File: src/rtl/cnt_bcd_seg_scan.sv
// cnt_bcd_seg_scan: samples an 8-bit upstream count, converts it to three BCD
// digits with a sequential double-dabble engine, and drives a 3-digit
// multiplexed 7-segment display with leading-zero blanking.
module cnt_bcd_seg_scan #(
  parameter int SCAN_DIV       = 50000,
  parameter bit SEG_ACTIVE_LOW = 1'b1,
  parameter bit DIG_ACTIVE_LOW = 1'b1
) (
  input  logic        clk,
  input  logic        rst,
  input  logic [7:0]  cnt,
  output logic [11:0] bcd,
  output logic        busy,
  output logic [2:0]  sel,
  output logic [7:0]  seg
);

  localparam int SCAN_W = (SCAN_DIV > 2) ? $clog2(SCAN_DIV) : 1;

  typedef enum logic [1:0] {IDLE, SHIFT, UPDATE} state_t;

  state_t              state_q, state_d;
  logic [19:0]         sr_q, sr_d;
  logic [7:0]          cap_q, cap_d;
  logic [2:0]          iter_q, iter_d;
  logic                busy_q, busy_d;
  logic [11:0]         bcd_q, bcd_d;
  logic [7:0]          cnt_last_q, cnt_last_d;
  logic [SCAN_W-1:0]   scan_cnt_q, scan_cnt_d;
  logic [1:0]          idx_q, idx_d;
  logic [2:0]          sel_q, sel_d;
  logic [7:0]          seg_q, seg_d;

  // One double-dabble iteration: correct each BCD nibble >= 5, then shift left.
  function automatic logic [19:0] dabble_step(input logic [19:0] sr);
    logic [19:0] adj;
    adj = sr;
    for (int i = 0; i < 3; i++) begin
      if (adj[8+4*i +: 4] >= 4'd5)
        adj[8+4*i +: 4] = adj[8+4*i +: 4] + 4'd3;
    end
    return {adj[18:0], 1'b0};
  endfunction

  // Active-low glyph for a decimal digit; blank turns every segment off.
  function automatic logic [7:0] glyph(input logic [3:0] d, input logic blank);
    logic [7:0] code;
    case (d)
      4'd0:    code = 8'hC0;
      4'd1:    code = 8'hF9;
      4'd2:    code = 8'hA4;
      4'd3:    code = 8'hB0;
      4'd4:    code = 8'h99;
      4'd5:    code = 8'h92;
      4'd6:    code = 8'h82;
      4'd7:    code = 8'hF8;
      4'd8:    code = 8'h80;
      4'd9:    code = 8'h90;
      default: code = 8'hFF;
    endcase
    if (blank) code = 8'hFF;
    return code;
  endfunction

  // FSM state register; reset aborts any conversion in flight.
  always_ff @(posedge clk or posedge rst) begin
    if (rst) state_q <= IDLE;
    else     state_q <= state_d;
  end

  // FSM next-state: wait for a new count, run 8 shifts, then publish.
  always_comb begin
    state_d = state_q;
    case (state_q)
      IDLE:    if (cnt != cnt_last_q) state_d = SHIFT;
      SHIFT:   if (iter_q == 3'd7)    state_d = UPDATE;
      UPDATE:  state_d = IDLE;
      default: state_d = IDLE;
    endcase
  end

  // FSM outputs: capture, shift-add-3 iterations, and result publication.
  always_comb begin
    sr_d       = sr_q;
    cap_d      = cap_q;
    iter_d     = iter_q;
    busy_d     = busy_q;
    bcd_d      = bcd_q;
    cnt_last_d = cnt_last_q;
    case (state_q)
      IDLE: begin
        if (cnt != cnt_last_q) begin
          sr_d   = {12'b0, cnt};
          cap_d  = cnt;
          iter_d = 3'd0;
          busy_d = 1'b1;
        end
      end
      SHIFT: begin
        sr_d   = dabble_step(sr_q);
        iter_d = iter_q + 3'd1;
      end
      UPDATE: begin
        bcd_d      = sr_q[19:8];
        cnt_last_d = cap_q;
        busy_d     = 1'b0;
      end
      default: ;
    endcase
  end

  // Digit scan: slot timer and digit index, advancing on the slot wrap.
  always_comb begin
    scan_cnt_d = scan_cnt_q + SCAN_W'(1);
    idx_d      = idx_q;
    if (scan_cnt_q == SCAN_W'(SCAN_DIV - 1)) begin
      scan_cnt_d = '0;
      idx_d      = (idx_q == 2'd2) ? 2'd0 : idx_q + 2'd1;
    end
  end

  // Display drive: enable digit idx and show its glyph, blanking leading zeros.
  always_comb begin
    logic [3:0] digit;
    logic       blank;
    logic [2:0] onehot;
    logic [7:0] code;
    digit  = bcd_q[3:0];
    blank  = 1'b0;
    onehot = 3'b001;
    case (idx_q)
      2'd1: begin
        digit  = bcd_q[7:4];
        blank  = (bcd_q[11:4] == 8'h00);
        onehot = 3'b010;
      end
      2'd2: begin
        digit  = bcd_q[11:8];
        blank  = (bcd_q[11:8] == 4'h0);
        onehot = 3'b100;
      end
      default: ;
    endcase
    code  = glyph(digit, blank);
    sel_d = DIG_ACTIVE_LOW ? ~onehot : onehot;
    seg_d = SEG_ACTIVE_LOW ? code : ~code;
  end

  // Control and output registers.
  always_ff @(posedge clk or posedge rst) begin
    if (rst) begin
      iter_q     <= 3'd0;
      busy_q     <= 1'b0;
      bcd_q      <= 12'h000;
      cnt_last_q <= 8'h00;
      scan_cnt_q <= '0;
      idx_q      <= 2'd0;
      sel_q      <= DIG_ACTIVE_LOW ? 3'b110 : 3'b001;
      seg_q      <= SEG_ACTIVE_LOW ? 8'hC0 : 8'h3F;
    end else begin
      iter_q     <= iter_d;
      busy_q     <= busy_d;
      bcd_q      <= bcd_d;
      cnt_last_q <= cnt_last_d;
      scan_cnt_q <= scan_cnt_d;
      idx_q      <= idx_d;
      sel_q      <= sel_d;
      seg_q      <= seg_d;
    end
  end

  // Conversion datapath; only read after a capture, so it needs no reset.
  always_ff @(posedge clk) begin
    sr_q  <= sr_d;
    cap_q <= cap_d;
  end

  assign bcd  = bcd_q;
  assign busy = busy_q;
  assign sel  = sel_q;
  assign seg  = seg_q;

endmodule

File: config.mk
export PLATFORM = sky130hd
export DESIGN_NAME = cnt_bcd_seg_scan
export DESIGN_NICKNAME = d
export VERILOG_FILES = /design/src/rtl/cnt_bcd_seg_scan.sv
export SDC_FILE = /design/constraint.sdc
export NUM_CORES = 1
export LEC_CHECK = 0
export ABC_AREA = 1
export CORE_MARGIN = 2
export CORE_UTILIZATION = 30
export CTS_CLUSTER_DIAMETER = 50
export DETAILED_ROUTE_END_ITERATION = 16
export SLEW_MARGIN = 30
export SYNTH_ARGS = -nofsm -noshare
export SYNTH_HDL_FRONTEND = slang
export SYNTH_SLANG_ARGS = --single-unit
File: constraint.sdc
create_clock -name clk -period 2.4 [get_ports clk]
set_clock_uncertainty 0.1 [all_clocks]
set_input_delay 0.48 -clock clk [delete_from_list [all_inputs] [get_ports clk]]
set_output_delay 0.48 -clock clk [all_outputs]
set_load 0.02 [all_outputs]
# Word level (Yosys, flattened, before mapping)
# Memory sizes are Yosys's and may differ from the RTL's.
# Cells that the tools add are included.
dict set report word_totals {
  out_inout_bits 24
  in_bits 10
  ff_bits 83
  romBits 112
  elab_cells 58
  mem_count 1
}
# name words width rd rd_ports_with_merged_regs write_ports line_no
set mem_list {}
lappend mem_list {{(name not given)} 16 7 1 0 0 48} ;# case (d)
dict set report classes {
  eq_ne 9
  magnitude_cmp 3
  bitwise 1
  add_sub_neg 6
  n_mux 18
  reduce_logical 9
}
# operator count
set ops {}
lappend ops {{$pmux W20 S2} 1}
lappend ops {{$mux W20} 1}
lappend ops {{$add A16 B1 Y16 const B} 1}
lappend ops {{$eq A16 B16 Y1 const B} 1}
lappend ops {{$mux W16} 1}
lappend ops {{$ge A4 B3 Y1 const B} 3}
lappend ops {{$pmux W3 S2} 2}
lappend ops {{$add A4 B2 Y4 const B} 2}
lappend ops {{$logic_not A8 Y1} 1}
lappend ops {{$mux W4} 2}
lappend ops {{$mux W8} 1}
lappend ops {{$ne A8 B8 Y1} 1}
lappend ops {{$pmux W4 S2} 1}
lappend ops {{$reduce_and A2 Y1} 4}
lappend ops {{$mux W2} 3}
lappend ops {{$mux W3} 2}
lappend ops {{$eq A2 B1 Y1 const B} 2}
lappend ops {{$eq A2 B2 Y1 const B} 2}
lappend ops {{$logic_not A4 Y1} 1}
lappend ops {{$ne A2 B2 Y1 const B} 2}
lappend ops {{$pmux W1 S2} 2}
lappend ops {{$pmux W2 S2} 1}
lappend ops {{$reduce_bool A2 Y1} 2}
lappend ops {{$add A3 B1 Y3 const B} 1}
lappend ops {{other kinds (6)} 6}

# Depth between registers and ports, before layout
# Gate-level depths: netlist of run 1.
# An unclocked memory read counts as a cell.
dict set report depth {
  ltp_word 4
  depth_mapped 11
  ltp_nobuf 11
}

# Least setup slack after synthesis of run 1
# OpenSTA, ideal clock, no wires.
dict set report synth_timing {
  path_kind {reg2reg}
  start {reg idx_q[0]}
  end {reg seg_q[5] (netlist: seg[5])}
  arrival_ns 1.788
  required_time_ns 2.182
  path_buffers 0
  path_slack_ns 0.394
  setup_time_ns 0.118
  synth_period_minus_slack_ns 2.006
  stages_incl_launch_ff 10
  path_cell_list {dfrtp_1 -> inv_1 -> ha_1 -> inv_2 -> o21ai_4 -> inv_1 -> ha_1 -> or2_2 -> nand3_1 -> nand2_1}
}
dict set report synth_between {
  elab_chain_len 4
  elab_cells_between_ends 6
  classes_between {2 x eq/ne; 3 x mux; 1 x memory}
}
# item line_no
set synth_lines {}
lappend synth_lines {{from (decl)} 30} ;# logic [1:0] idx_q, idx_d;
lappend synth_lines {{from (signal assigned)} 166} ;# idx_q <= idx_d;
lappend synth_lines {{$eq A2 B2 Y1 or $eq A2 B1 Y1 (tied branches)} 131} ;# case (idx_q)
lappend synth_lines {{$pmux W4 S2} 131}
lappend synth_lines {{$mem_v2 Z16 W7} -}
lappend synth_lines {{$mux W8 *} 61} ;# if (blank) code = 8'hFF;
lappend synth_lines {{net seg_d[5]} 32} ;# logic [7:0] seg_q, seg_d;
lappend synth_lines {{to (signal assigned)} 159} ;# seg_q <= SEG_ACTIVE_LOW ? 8'hC0 : 8'h3F;
lappend synth_lines {{to (signal assigned)} 168} ;# seg_q <= seg_d;
lappend synth_lines {{to (decl)} 32}
# Mark *: on every way through the listed nets, which the timed path passes. The rest lies on a longest branch.
# A chain may end at the register's enable or synchronous reset.

# Final worst setup path of run 1
# Same ends and word-level chain as after synthesis.

==> flow_summary_export.csv, run 1 <==
group,metric,value,unit
run_status,status,"finished clean",
placed_design,place.gp.congestion,0.8528,
timing,max_slew_margin,0.6124,
timing,fin_tns_setup,0,ns
synthesis,netlist-cell-type-count,32,
route,drtAntennaViolNets,0,
synthesis,synth_ff_type,"dfrtp_1",
clock_tree,cts_resized,0,
floorplan,rows,42,
floorplan,pin_count,34,
cells_and_area,fin_util,0.3677,
grt,antenna_found_initial,0,
route,wl_met1,3538,um
min_path,hold_depth,2,
power_and_ir_drop,irDropWorstVdd,0.0005390,V
cells_and_area,stdcell_count,666,
route,wl_met2,3692,um
synthesis,syn_inst,444,
route,viasPerCell,4.324,
job,cap_viol_max_count,0,
worst_setup_path,r2r_cells,10,
clock_tree,ctsRootBufferMaster,"clkbuf_16",
worst_setup_path,cp-end-kind,"flop",
placed_design,dpl.hpwl,5640,um
timing,rsz0062_at_grt,"false",
timing,fin_crit,2.062,ns
clock_tree,cts_tree,"done",
route,drc_errors,0,
grt,grt_max_degree,55,
floorplan,die-area,14190,um^2
route,via_count,2880,
synthesis,synth_edf_count,28,
synthesis,ys_seq_elements,82,
grt,grt_pass1_vias,2909,
clock_tree,clock_sinks,82,
floorplan,initial_core_util,0.3038,
timing,period_share,0.8592,
route,drt_iter0_drc,103,
min_path,hold_start,"cap_q[6]",
synthesis,yosysMostFrequentCell,"nand2_1",
synthesis,async_flop_share,0.6585,
clock_tree,ctsHoldBuffers,0,
timing,drv_slew,0,
grt,grt.overflow.total,0,
grt,grtUsageTotal,0.1169,
floorplan,core,13090,um^2
timing,fmax,484.9,MHz
worst_setup_path,path_class,"flop to flop",
floorplan,die_h,119.1,um
synthesis,synth_top_cell_area_share,0.3211,
grt,grt_first_pass_wirelength,13230,um
clock_tree,numCtsBuffers,9,
min_path,hp-class,"flop to flop",
synthesis,netlist_area,3975,um^2
cells_and_area,drive_above_1_share,0.09388,
worst_setup_path,reg2reg_to,"seg[5]",
placed_design,dp_cells,650,
clock_tree,clk_pin_slew,0.06,ns
floorplan,die_w,119.1,um
worst_setup_path,r2r_start,"idx_q[0]",
worst_setup_path,arrival,2.18,ns
synthesis,ys_seq_area_frac,0.5524,
synthesis,ys_warn_count,0,
clock_tree,post_cts_buffers,0,
worst_setup_path,path_max_fanout,6,
cells_and_area,antenna_cells,0,
worst_setup_path,regToRegSetupSlack,0.34,ns
route,met3_length,328,um
clock_tree,clock_latency,0.33,ns
worst_setup_path,worstPathRequired,2.52,ns
synthesis,ys_top_cells_by_area,"dfrtp_1, edfxtp_1, nand2_1",
timing,setup_viol_count_final,0,
cells_and_area,num-fill-cells,1314,
timing,finalHoldViolCount,0,
clock_tree,clockBufferDepth,2,
power_and_ir_drop,power_density,1145,nW/um^2
route,wl_per_cell,11.52,um
cells_and_area,area_growth,21.03,%
route,top_layer,"met4",
cells_and_area,finalNetCount,511,
synthesis,synth_area_leader_cell,"dfrtp_1",
synthesis,syn-num-nets,470,
timing,tightest_slew,0.5808,ns
placed_design,port_buffers,32,
route,routed_wl,7673,um
min_path,min_to,"cnt_last_q[6]",
synthesis,ys_top_cells_by_count,"nand2_1, inv_1, dfrtp_1",
synthesis,avgSynthCellArea,8.953,um^2
worst_setup_path,critPathLaunchType,"flop",
power_and_ir_drop,p_total,5.509,mW
route,first_pass_iters,4,
power_and_ir_drop,p_leak,2.210,nW
clock_tree,htreeDepth,3,
[worst max path at each step]
stage	end	from	depth (start not counted)
finish	seg[5]	idx_q[0]	10
global route	seg[5]	idx_q[0]	10
CTS	seg[5]	idx_q[0]	10
detailed placement	sr_q[11]	cnt[7]	10
global placement	sr_q[9]	cnt[3]	10
floorplan	seg[5]	idx_q[0]	9
[metrics by stage]
step / setup WS, ns / instance area, um^2 / hold WS [ns]
after global placement: 0.1886 / 4536 / 0.3328
after CTS: 0.3215 / 4811 / 0.3618
after global routing: 0.1926 / 4811 / 0.3813
after floorplan: 0.3939 / 3975 / 0.3254
after detailed placement: 0.1529 / 4536 / 0.3477
final: 0.3379 / 4811 / 0.3576
[critical path, stage by stage, from the launching register on]
cell	delay, ns
dfrtp_1	0.40
inv_1	0.08
ha_1	0.33
inv_2	0.11
nand2_1	0.10
o21ai_4	0.10
inv_1	0.09
ha_1	0.19
or2_2	0.31
nand3_1	0.08
nand2_1	0.05
[cell usage in the layout, fill, tap and decap left out, types with 3 or more instances in the layout]
cell	count
clkbuf_16	9
nor2_1	38
edfxtp_1	28
clkinv_2	3
a21oi_1	9
nor2_2	4
nand3_1	19
dfrtp_1	51
xnor2_1	6
buf_4	5
inv_2	5
clkdlybuf4s50_1	32
inv_1	58
dfstp_2	3
nand2_2	3
xor2_1	10
o21ai_0	32
ha_1	16
nor3_1	6
nand2_1	131
[state kept, by name, summed over array words and instances (netlist names)]
| register | cells |
|---|---|
| cap_q | 8 |
| sr_q | 20 |
| seg | 7 |
| sel | 3 |
| cnt_last_q | 8 |
| idx_q | 2 |
| scan_cnt_q | 16 |
| iter_q | 3 |
| state_q | 2 |
| busy | 1 |
| bcd | 12 |
[kinds of logic after synthesis]
| logic type | Yosys count | synth area share |
|---|---|---|
| flops | 82 | 0.5524 |
| simple gates | 211 | 0.2260 |
| other cells | 1 | 0.0009434 |
| fa+ha+maj | 16 | 0.05036 |
| buf+inv | 71 | 0.06893 |
| xor+xnor | 16 | 0.03525 |
| compound gates | 47 | 0.06610 |
[report_power, final]
group | leakage, nW | total (mW) | internal, mW | switching (mW)
sequential | 0.966 | 2.35 | 2.05 | 0.301
combinational | 1.10 | 1.89 | 0.757 | 1.13
clock | 0.139 | 1.27 | 0.752 | 0.517
total | 2.21 | 5.51 | 3.56 | 1.95
[area by class of cell]
cell class	instances	area, um^2	share of cell area
sequential	82	2196	0.4564
clock buffer	13	260.3	0.05410
multi-input combinational	291	1505	0.3129
inverter	63	236.5	0.04915
timing repair buffer	38	377.9	0.07854
clock inverter	3	15.01	0.003121
tap	176	220.2	0.04577
[metal layers]
| metal | track usage | vias to the layer above |
|---|---|---|
| li1 | - | 1479 |
| met1 | 0.1387 | 1337 |
| met2 | 0.1990 | 55 |
| met3 | 0.03305 | 9 |
| met4 | 0.04762 | 0 |
| met5 | 0 | - |
No activity file was read; power rests on OpenSTA's default activity.
==> run 2: changes to the inputs <==
--- a/config.mk
+++ b/config.mk
@@ -7,7 +7,7 @@
 export LEC_CHECK = 0
 export ABC_AREA = 1
 export CORE_MARGIN = 2
-export CORE_UTILIZATION = 30
+export CORE_UTILIZATION = 45
 export CTS_CLUSTER_DIAMETER = 50
 export DETAILED_ROUTE_END_ITERATION = 16
 export SLEW_MARGIN = 30
==> flow_summary_export.csv, run 2 (synthesis gave the netlist of run 1 again) <==
group,metric,value,unit
grt,grt_max_degree,29,
cells_and_area,fin_util,0.5381,
placed_design,dp_cells,582,
clock_tree,htreeDepth,3,
timing,period_share,0.8542,
timing,fin_crit,2.050,ns
worst_setup_path,critPathLaunchType,"flop",
job,cap_viol_max_count,0,
power_and_ir_drop,power_density,1107,nW/um^2
worst_setup_path,cp-end-kind,"flop",
placed_design,place_area,4463,um^2
timing,setup_viol_count_final,0,
route,viasPerCell,4.764,
min_path,hp-class,"input pin to asynchronous set/reset pin",
route,wl_per_cell,11.97,um
cells_and_area,stdcell_count,598,
timing,finalHoldViolCount,0,
timing,fmax,487.8,MHz
timing,tightest_slew,0.5810,ns
power_and_ir_drop,pwr-share-seq,0.451,
power_and_ir_drop,p_clk_frac,0.178,
placed_design,place.gp.congestion,0.8314,
cells_and_area,antenna_cells,0,
timing,max_slew_margin,0.6123,
clock_tree,clockBufferDepth,2,
cells_and_area,mostFrequentLayoutCell,"nand2_1",
placed_design,dpl.hpwl,5308,um
worst_setup_path,arrival,2.19,ns
power_and_ir_drop,p_leak,2.170,nW
worst_setup_path,cp_slowest_cell,"dfrtp_1",
clock_tree,ctsRootBufferMaster,"clkbuf_8",
worst_setup_path,crit_family,"simple AND/OR/NAND/NOR gates",
clock_tree,clock_sinks,82,
worst_setup_path,worstPathRequired,2.54,ns
floorplan,pin_count,34,
grt,antenna_found_initial,0,
clock_tree,clk_pin_slew,0.08,ns
timing,fin_tns_setup,0,ns
power_and_ir_drop,irDropWorstVdd,0.0005195,V
route,via_count,2849,
cells_and_area,drive_above_1_share,0.09796,
route,first_pass_iters,4,
clock_tree,clock_latency,0.35,ns
clock_tree,cts_tree,"done",
route,routed_wl,7158,um
worst_setup_path,path_class,"flop to flop",
clock_tree,ctsHoldBuffers,0,
power_and_ir_drop,combPwrFrac,0.371,
floorplan,initial_core_util,0.4603,
cells_and_area,largest_register,"sr_q",
worst_setup_path,max_stage_delay,0.40,ns
clock_tree,post_cts_buffers,0,
clock_tree,numCtsBuffers,9,
timing,finalWorstSetupSlack,0.3499,ns
grt,grt_first_pass_wirelength,13050,um
cells_and_area,largest_register_ff_count,20,
timing,rsz0062_at_grt,"false",
worst_setup_path,crit_start,"idx_q[0]",
power_and_ir_drop,p_total,5.142,mW
worst_setup_path,crit_buf_inv,3,
floorplan,die-area,9601,um^2
grt,grt_pass1_vias,2827,
floorplan,die_w,97.99,um
power_and_ir_drop,swShare,0.3756,
placed_design,port_buffers,32,
floorplan,core,8636,um^2
worst_setup_path,crit_chain,"inv_1, ha_1, inv_2, nand2_1, o21ai_4, inv_1, ha_1, or2_2, nand3_1, nand2_1",
cells_and_area,area_growth,16.90,%
floorplan,rows,34,
clock_tree,cts_resized,0,
grt,grtUsageTotal,0.1674,
timing,whs,0.3339,ns
worst_setup_path,regToRegSetupSlack,0.35,ns
cells_and_area,final_area,4647,um^2
worst_setup_path,r2r_start,"idx_q[0]",
cells_and_area,final_cell_mix,"nand2_1, inv_1, dfrtp_1",
run_status,status,"finished clean",
cells_and_area,finalNetCount,511,
route,drt_iter0_drc,136,
worst_setup_path,r2r_cells,10,
placed_design,pre_cts_ws,0.1756,ns
route,drc_errors,0,
floorplan,die_h,97.99,um
timing,drv_slew,0,
worst_setup_path,reg2reg_to,"seg[5]",
worst_setup_path,path_max_fanout,6,
power_and_ir_drop,switching_power,1.931,mW
power_and_ir_drop,p_int,3.211,mW
route,drtAntennaViolNets,0,
grt,grt.overflow.total,0,
-- run 2: layout make-up --
type	count	area [um^2]
flip-flops and latches	82	2196
fillers	807	3989
well taps	108	135.1
inverters	63	236.5
multi-input cells	291	1505
repair buffers	38	390.4
clock buffers	9	123.9
clock inverters	7	60.06
-- run 2: routing by layer --
layer / track usage / vias up / part of all wire
met1: 0.2287 / 1308 / 0.49
li1: - / 1482 / -
met2: 0.2608 / 49 / 0.46
met3: 0.04223 / 10 / 0.036
met4: 0.05983 / 0 / 0.012
met5: 0 / - / 0
-- run 2: power by group through the flow --
stage | Sequential [mW] | Clock (mW) | Combinational (mW)
floorplan | 2.46 | 0 | 1.12
global placement | 2.34 | 0 | 1.89
detailed placement | 2.35 | 0 | 1.93
CTS | 2.32 | 0.956 | 1.93
global route | 2.39 | 1.02 | 2.20
finish | 2.32 | 0.916 | 1.91
-- run 2: how the worst max path moves through the flow --
stage / cells after the start / slack, ns / end
global placement: 9 / 0.20 / cap_q[7]
detailed placement: 9 / 0.18 / cap_q[3]
finish: 10 / 0.35 / seg[5]
global route: 10 / 0.21 / seg[6]
floorplan: 9 / 0.39 / seg[5]
CTS: 1 / 0.33 / sel[1]
==> run 3: changes to the inputs <==
--- a/config.mk
+++ b/config.mk
@@ -8,8 +8,10 @@
 export ABC_AREA = 1
 export CORE_MARGIN = 2
 export CORE_UTILIZATION = 45
+export CTS_BUF_LIST = sky130_fd_sc_hd__clkbuf_8
 export CTS_CLUSTER_DIAMETER = 50
 export DETAILED_ROUTE_END_ITERATION = 16
+export REMOVE_ABC_BUFFERS = 1
 export SLEW_MARGIN = 30
 export SYNTH_ARGS = -nofsm -noshare
 export SYNTH_HDL_FRONTEND = slang
==> flow_summary_export.csv, run 3 (synthesis gave the netlist of run 1 again) <==
group,metric,value,unit
timing,fmax,492.0,MHz
timing,drv_slew,0,
clock_tree,cts_tree,"done",
floorplan,core,8636,um^2
timing,setup_viol_count_final,0,
placed_design,pre_cts_ws,0.1771,ns
cells_and_area,area_growth,16.75,%
power_and_ir_drop,p_int,3.288,mW
route,drt_iter0_drc,139,
placed_design,dpl.hpwl,5305,um
timing,finalHoldViolCount,0,
clock_tree,htreeDepth,3,
placed_design,place.gp.congestion,0.9063,
cells_and_area,largest_register_ff_count,20,
route,viasPerCell,4.814,
timing,whs,0.3456,ns
timing,fin_crit,2.032,ns
worst_setup_path,path_max_fanout,6,
grt,grt_max_degree,39,
grt,grtUsageTotal,0.1647,
cells_and_area,num-fill-cells,781,
power_and_ir_drop,pwr-share-seq,0.450,
power_and_ir_drop,switching_power,1.867,mW
timing,tightest_slew,0.5891,ns
min_path,hp-class,"input pin to asynchronous set/reset pin",
power_and_ir_drop,combPwrFrac,0.365,
route,drtAntennaViolNets,0,
clock_tree,ctsHoldBuffers,0,
clock_tree,clock_sinks,82,
timing,period_share,0.8469,
clock_tree,clk_pin_slew,0.08,ns
timing,rsz0062_at_grt,"false",
floorplan,rows,34,
timing,finalWorstSetupSlack,0.3675,ns
clock_tree,clock_latency,0.34,ns
cells_and_area,largest_register,"sr_q",
route,drc_errors,0,
job,cap_viol_max_count,0,
grt,grt.overflow.total,0,
worst_setup_path,arrival,2.17,ns
timing,max_slew_margin,0.6068,
cells_and_area,mostFrequentLayoutCell,"nand2_1",
clock_tree,post_cts_buffers,0,
power_and_ir_drop,power_density,1111,nW/um^2
floorplan,initial_core_util,0.4603,
floorplan,die_h,97.99,um
route,wl_per_cell,12.18,um
clock_tree,ctsRootBufferMaster,"clkbuf_8",
grt,grt_pass1_vias,2753,
grt,antenna_found_initial,0,
cells_and_area,final_cell_mix,"nand2_1, inv_1, dfrtp_1",
cells_and_area,antenna_cells,0,
run_status,status,"finished clean",
clock_tree,cts_resized,0,
cells_and_area,drive_above_1_share,0.09202,
route,via_count,2874,
worst_setup_path,worstPathRequired,2.54,ns
clock_tree,numCtsBuffers,9,
route,routed_wl,7272,um
worst_setup_path,critPathLaunchType,"flop",
route,first_pass_iters,5,
worst_setup_path,cp-end-kind,"flop",
worst_setup_path,path_class,"flop to flop",
power_and_ir_drop,p_clk_frac,0.185,
clock_tree,clockBufferDepth,2,
grt,grt_first_pass_wirelength,12790,um
placed_design,port_buffers,32,
power_and_ir_drop,irDropWorstVdd,0.0005220,V
floorplan,die_w,97.99,um
cells_and_area,multi_input_area,1505,um^2
floorplan,pin_count,34,
power_and_ir_drop,p_leak,2.174,nW
cells_and_area,regArea,2196,um^2
floorplan,die-area,9601,um^2
power_and_ir_drop,swShare,0.3622,
cells_and_area,finalNetCount,510,
[run 3: changes by cell type in the layout (fill, tap and decap cells not counted), sizes merged]
cell	previous run	this run
buf	6	5
bufinv	0	1
inv	67	66
[run 3: final timing paths]
path                       startpoint            end  slack (ns)  cells after the start
setup / recovery             idx_q[0]         seg[5]        0.37                     10
hold / removal                    rst  scan_cnt_q[0]        0.35                      2
setup reg to reg             idx_q[0]         seg[5]        0.37                     10
hold reg to reg              cap_q[2]  cnt_last_q[2]        0.37                      2
max in group asynchronous         rst         sel[1]        1.25                      3
min in group clk             cap_q[2]  cnt_last_q[2]        0.37                      2
[run 3: per-layer routing]
metal | up-vias | share of wire | track usage
met5 | - | 0 | 0
met1 | 1331 | 0.48 | 0.2235
li1 | 1474 | - | -
met4 | 0 | 0.011 | 0.06731
met2 | 63 | 0.47 | 0.2640
met3 | 6 | 0.043 | 0.02863
[run 3: power by group through the flow]
stage                     Clock [mW]  Sequential [mW]  Combinational [mW]
after floorplan                    0             2.46                1.09
after global placement             0             2.35                1.89
after detailed placement           0             2.35                1.91
after CTS                      0.977             2.33                1.92
after global routing            1.05             2.39                2.18
final                          0.953             2.32                1.88
[run 3: layout make-up]
cell class                 instances  share of cell area
sequential                        82              0.4732
timing repair buffer              37             0.08250
multi-input combinational        291              0.3243
inverter                          63             0.05096
clock buffer                       9             0.02669
clock inverter                     7             0.01321
tap                              108             0.02912
[run 3: worst max-delay path, stage by stage, from the launching register on]
cell,delay [ns]
dfrtp_1,0.41
inv_1,0.08
ha_1,0.32
inv_2,0.12
nand2_1,0.10
o21ai_4,0.10
inv_1,0.09
ha_1,0.17
or2_2,0.30
nand3_1,0.08
nand2_1,0.05
[run 3: metrics by stage]
stage,cells,TNS [ns],power (mW),area (um^2),utilization
6_report,597,0,5.155,4641,0.5374
5_1_grt,597,0,5.612,4641,0.5374
4_1_cts,597,0,5.224,4641,0.5374
3_5_place_dp,581,0,4.264,4456,0.5159
3_3_place_gp,581,0,4.233,4456,0.5159
2_1_floorplan,436,-0.01867,3.557,3938,-
==> edit, RTL diff (flow settings as in run 2) <==
`SCAN_DIV`: 50000 -> 25000.
--- a/src/rtl/cnt_bcd_seg_scan.sv
+++ b/src/rtl/cnt_bcd_seg_scan.sv
@@ -2,7 +2,7 @@
 // digits with a sequential double-dabble engine, and drives a 3-digit
 // multiplexed 7-segment display with leading-zero blanking.
 module cnt_bcd_seg_scan #(
-  parameter int SCAN_DIV       = 50000,
+  parameter int SCAN_DIV       = 25000,
   parameter bit SEG_ACTIVE_LOW = 1'b1,
   parameter bit DIG_ACTIVE_LOW = 1'b1
 ) (
Check against the original RTL: same outputs for any inputs over 10 cycles, from zero or initial values and one cycle with rst high; that may be too few to reach the edited logic, so the function may still have changed.
==> edit against run 2 <==
  * Non-clock buffer count unchanged
  * Sequential cell count down 1
  * Routed wire length up 2.6%
  * Setup slack better by 14 ps
  * Final cell count down 3.8%
  * Fmax up 0.69%
  * Design area down 2.2%
  * Synthesized area down 3.1%
  * Worst hold slack worse by 12 ps
  * Power up 3.4%
  * Utilization up 1.2 points
  * Via count down 2.9%
  * Critical path type is now reg2out
  * Critical endpoint is now seg[6]
==> edit: results (changes against run 2) <==
| Metric | Value |
|---|---|
| Cts repair resizes | 0 (unchanged) |
| Total track usage | 17.4% (+0.64 points) |
| Final Slew Violations | 0 (unchanged) |
| Largest Register | sr_q |
| Via Count | 2767 (-2.9%) |
| Ys Warns | 0 (unchanged) |
| Met1 WL | 3550 um (+0.80%) |
| Total CTS buffers | 9 (unchanged) |
| Fill cells | 765 (-5.2%) |
| First-pass GRT wire length | 12400 um (-5.1%) |
| Max IR drop VDD | 0.000774 V (+49%) |
| CTS Root Cell | clkbuf_8 |
| Pin count of the biggest net entering global routing | 40 (+38%) |
| Met3 wire len | 250 um (-3.1%) |
| CP Max Fanout | 1 (-5) |
| Post-synth EDFFs | 28 (unchanged) |
| WL final | 7340 um (+2.6%) |
| Flip-flop count of the largest register after layout | 20 (unchanged) |
| Antenna Cells | 0 (unchanged) |
| Pleak | 2.12 nW (-2.4%) |
| Most frequent cells after synthesis | 127 x nand2_1, 52 x inv_1, 50 x dfrtp_1 |
| Reg2Reg Depth | 10 (unchanged) |
| DR iter-0 viols | 108 (-21%) |
| Dpl ws | 149 ps (-26.3 ps) |
| Post-CTS Setup Bufs | 0 (unchanged) |
| Top layer in use | met4 |
| Number of I/O port buffers | 32 (unchanged) |
| Top post-synthesis cells by area | dfrtp_1 32%, edfxtp_1 22%, nand2_1 12% |
| WL met2 | 3470 um (+5.4%) |
| Reg clk slew, reported paths | 90 ps |
| Placed wire-length estimate | 5250 um (-1.1%) |
| DR pass1 iterations | 5 (+1) |
| Layout cell share with drive strength beyond 1 | 8.51% (-1.3 points) |
| Worst Setup SP | seg[6]$_DFF_PP1_ |
| Crit path max-delay cell type | clkdlybuf4s50_1 |
| Vias/cell | 4.81 (+1.0%) |
| Min-delay worst type | in2async |
| Async S/R FF share, synth | 65.4% (-0.42 points) |
| Initial antenna violation count | 0 (unchanged) |
| WP data arrival | 1460 ps (-730 ps) |
| Synth Net Count | 450 (-4.3%) |
| Netlist cell types | 31 (-3.1%) |
| Placed inst area | 0.00433 mm2 (-3.1%) |
| CTS Buffer Depth | 2 (unchanged) |
| Family with the most delay on the worst path | buffers and inverters |
| Run status | complete, no violations |
| Sequential element share of the synthesized area | 56.3% (+1.1 points) |
| Post-Synthesis Cells | 424 (-4.5%) |
| Worst r2r src | idx_q[0]$_DFFE_PP0N_ |
| H-Tree Depth | 3 (unchanged) |
| Worst-Skew Late Latency | 340 ps |
| Dpl cells | 559 (-4.0%) |
| Max stage delay on crit path | 590 ps (+190 ps) |
| Final #Nets | 491 (-3.9%) |
| Routability cong. | 0.862 (+3.6%) |
## edit: area by class of cell
cell class / count / area (um2) / area share, %
clock buffer: 9 / 124 / 2.73
clock inverter: 7 / 93.8 / 2.07
inverter: 55 / 206 / 4.54
multi-input combinational: 280 / 1440 / 31.7
sequential: 81 / 2170 / 47.8
tap: 105 / 131 / 2.89
timing repair buffer: 38 / 378 / 8.32
## edit: worst register-to-register path, stage by stage, from the launching register on
cell and delay (ps):
dfrtp_1 390, inv_1 90, ha_1 320, inv_2 110
nand2_1 100, o21ai_4 100, inv_1 90, ha_1 180
or2_2 300, nand3_1 90, nand2_1 50
## edit: path summary, 6_finish.rpt
| path | to | slack (ps) |
|---|---|---|
| setup / recovery | seg[6] | 360 |
| hold / removal | cnt_last_q[1]$_DFFE_PP0P_ | 320 |
| setup reg to reg | seg[5]$_DFF_PP0_ | 380 |
| hold reg to reg | cnt_last_q[5]$_DFFE_PP0P_ | 370 |
| max in group asynchronous | sel[2]$_DFF_PP1_ | 1290 |
| min in group clk | cnt_last_q[5]$_DFFE_PP0P_ | 370 |
## edit: power by group
part,internal (mW),switching (mW)
Clock,0.587,0.502
Sequential,2.03,0.292
Combinational,0.760,1.14
## edit: cell families after synthesis
| group | Yosys count | synth area share, % |
|---|---|---|
| simple gates | 197 | 21.0 |
| fa+ha+maj | 16 | 5.19 |
| buf+inv | 63 | 6.33 |
| xor+xnor | 18 | 4.09 |
| other cells | 1 | 0.0973 |
| flops | 81 | 56.3 |
| compound gates | 48 | 6.95 |
## edit: routing by layer
| layer | vias to the layer above | track usage, % |
|---|---|---|
| li1 | 1424 | - |
| met1 | 1297 | 22.8 |
| met4 | 0 | 4.69 |
| met3 | 7 | 4.03 |
| met2 | 39 | 29.1 |
| met5 | - | 0 |
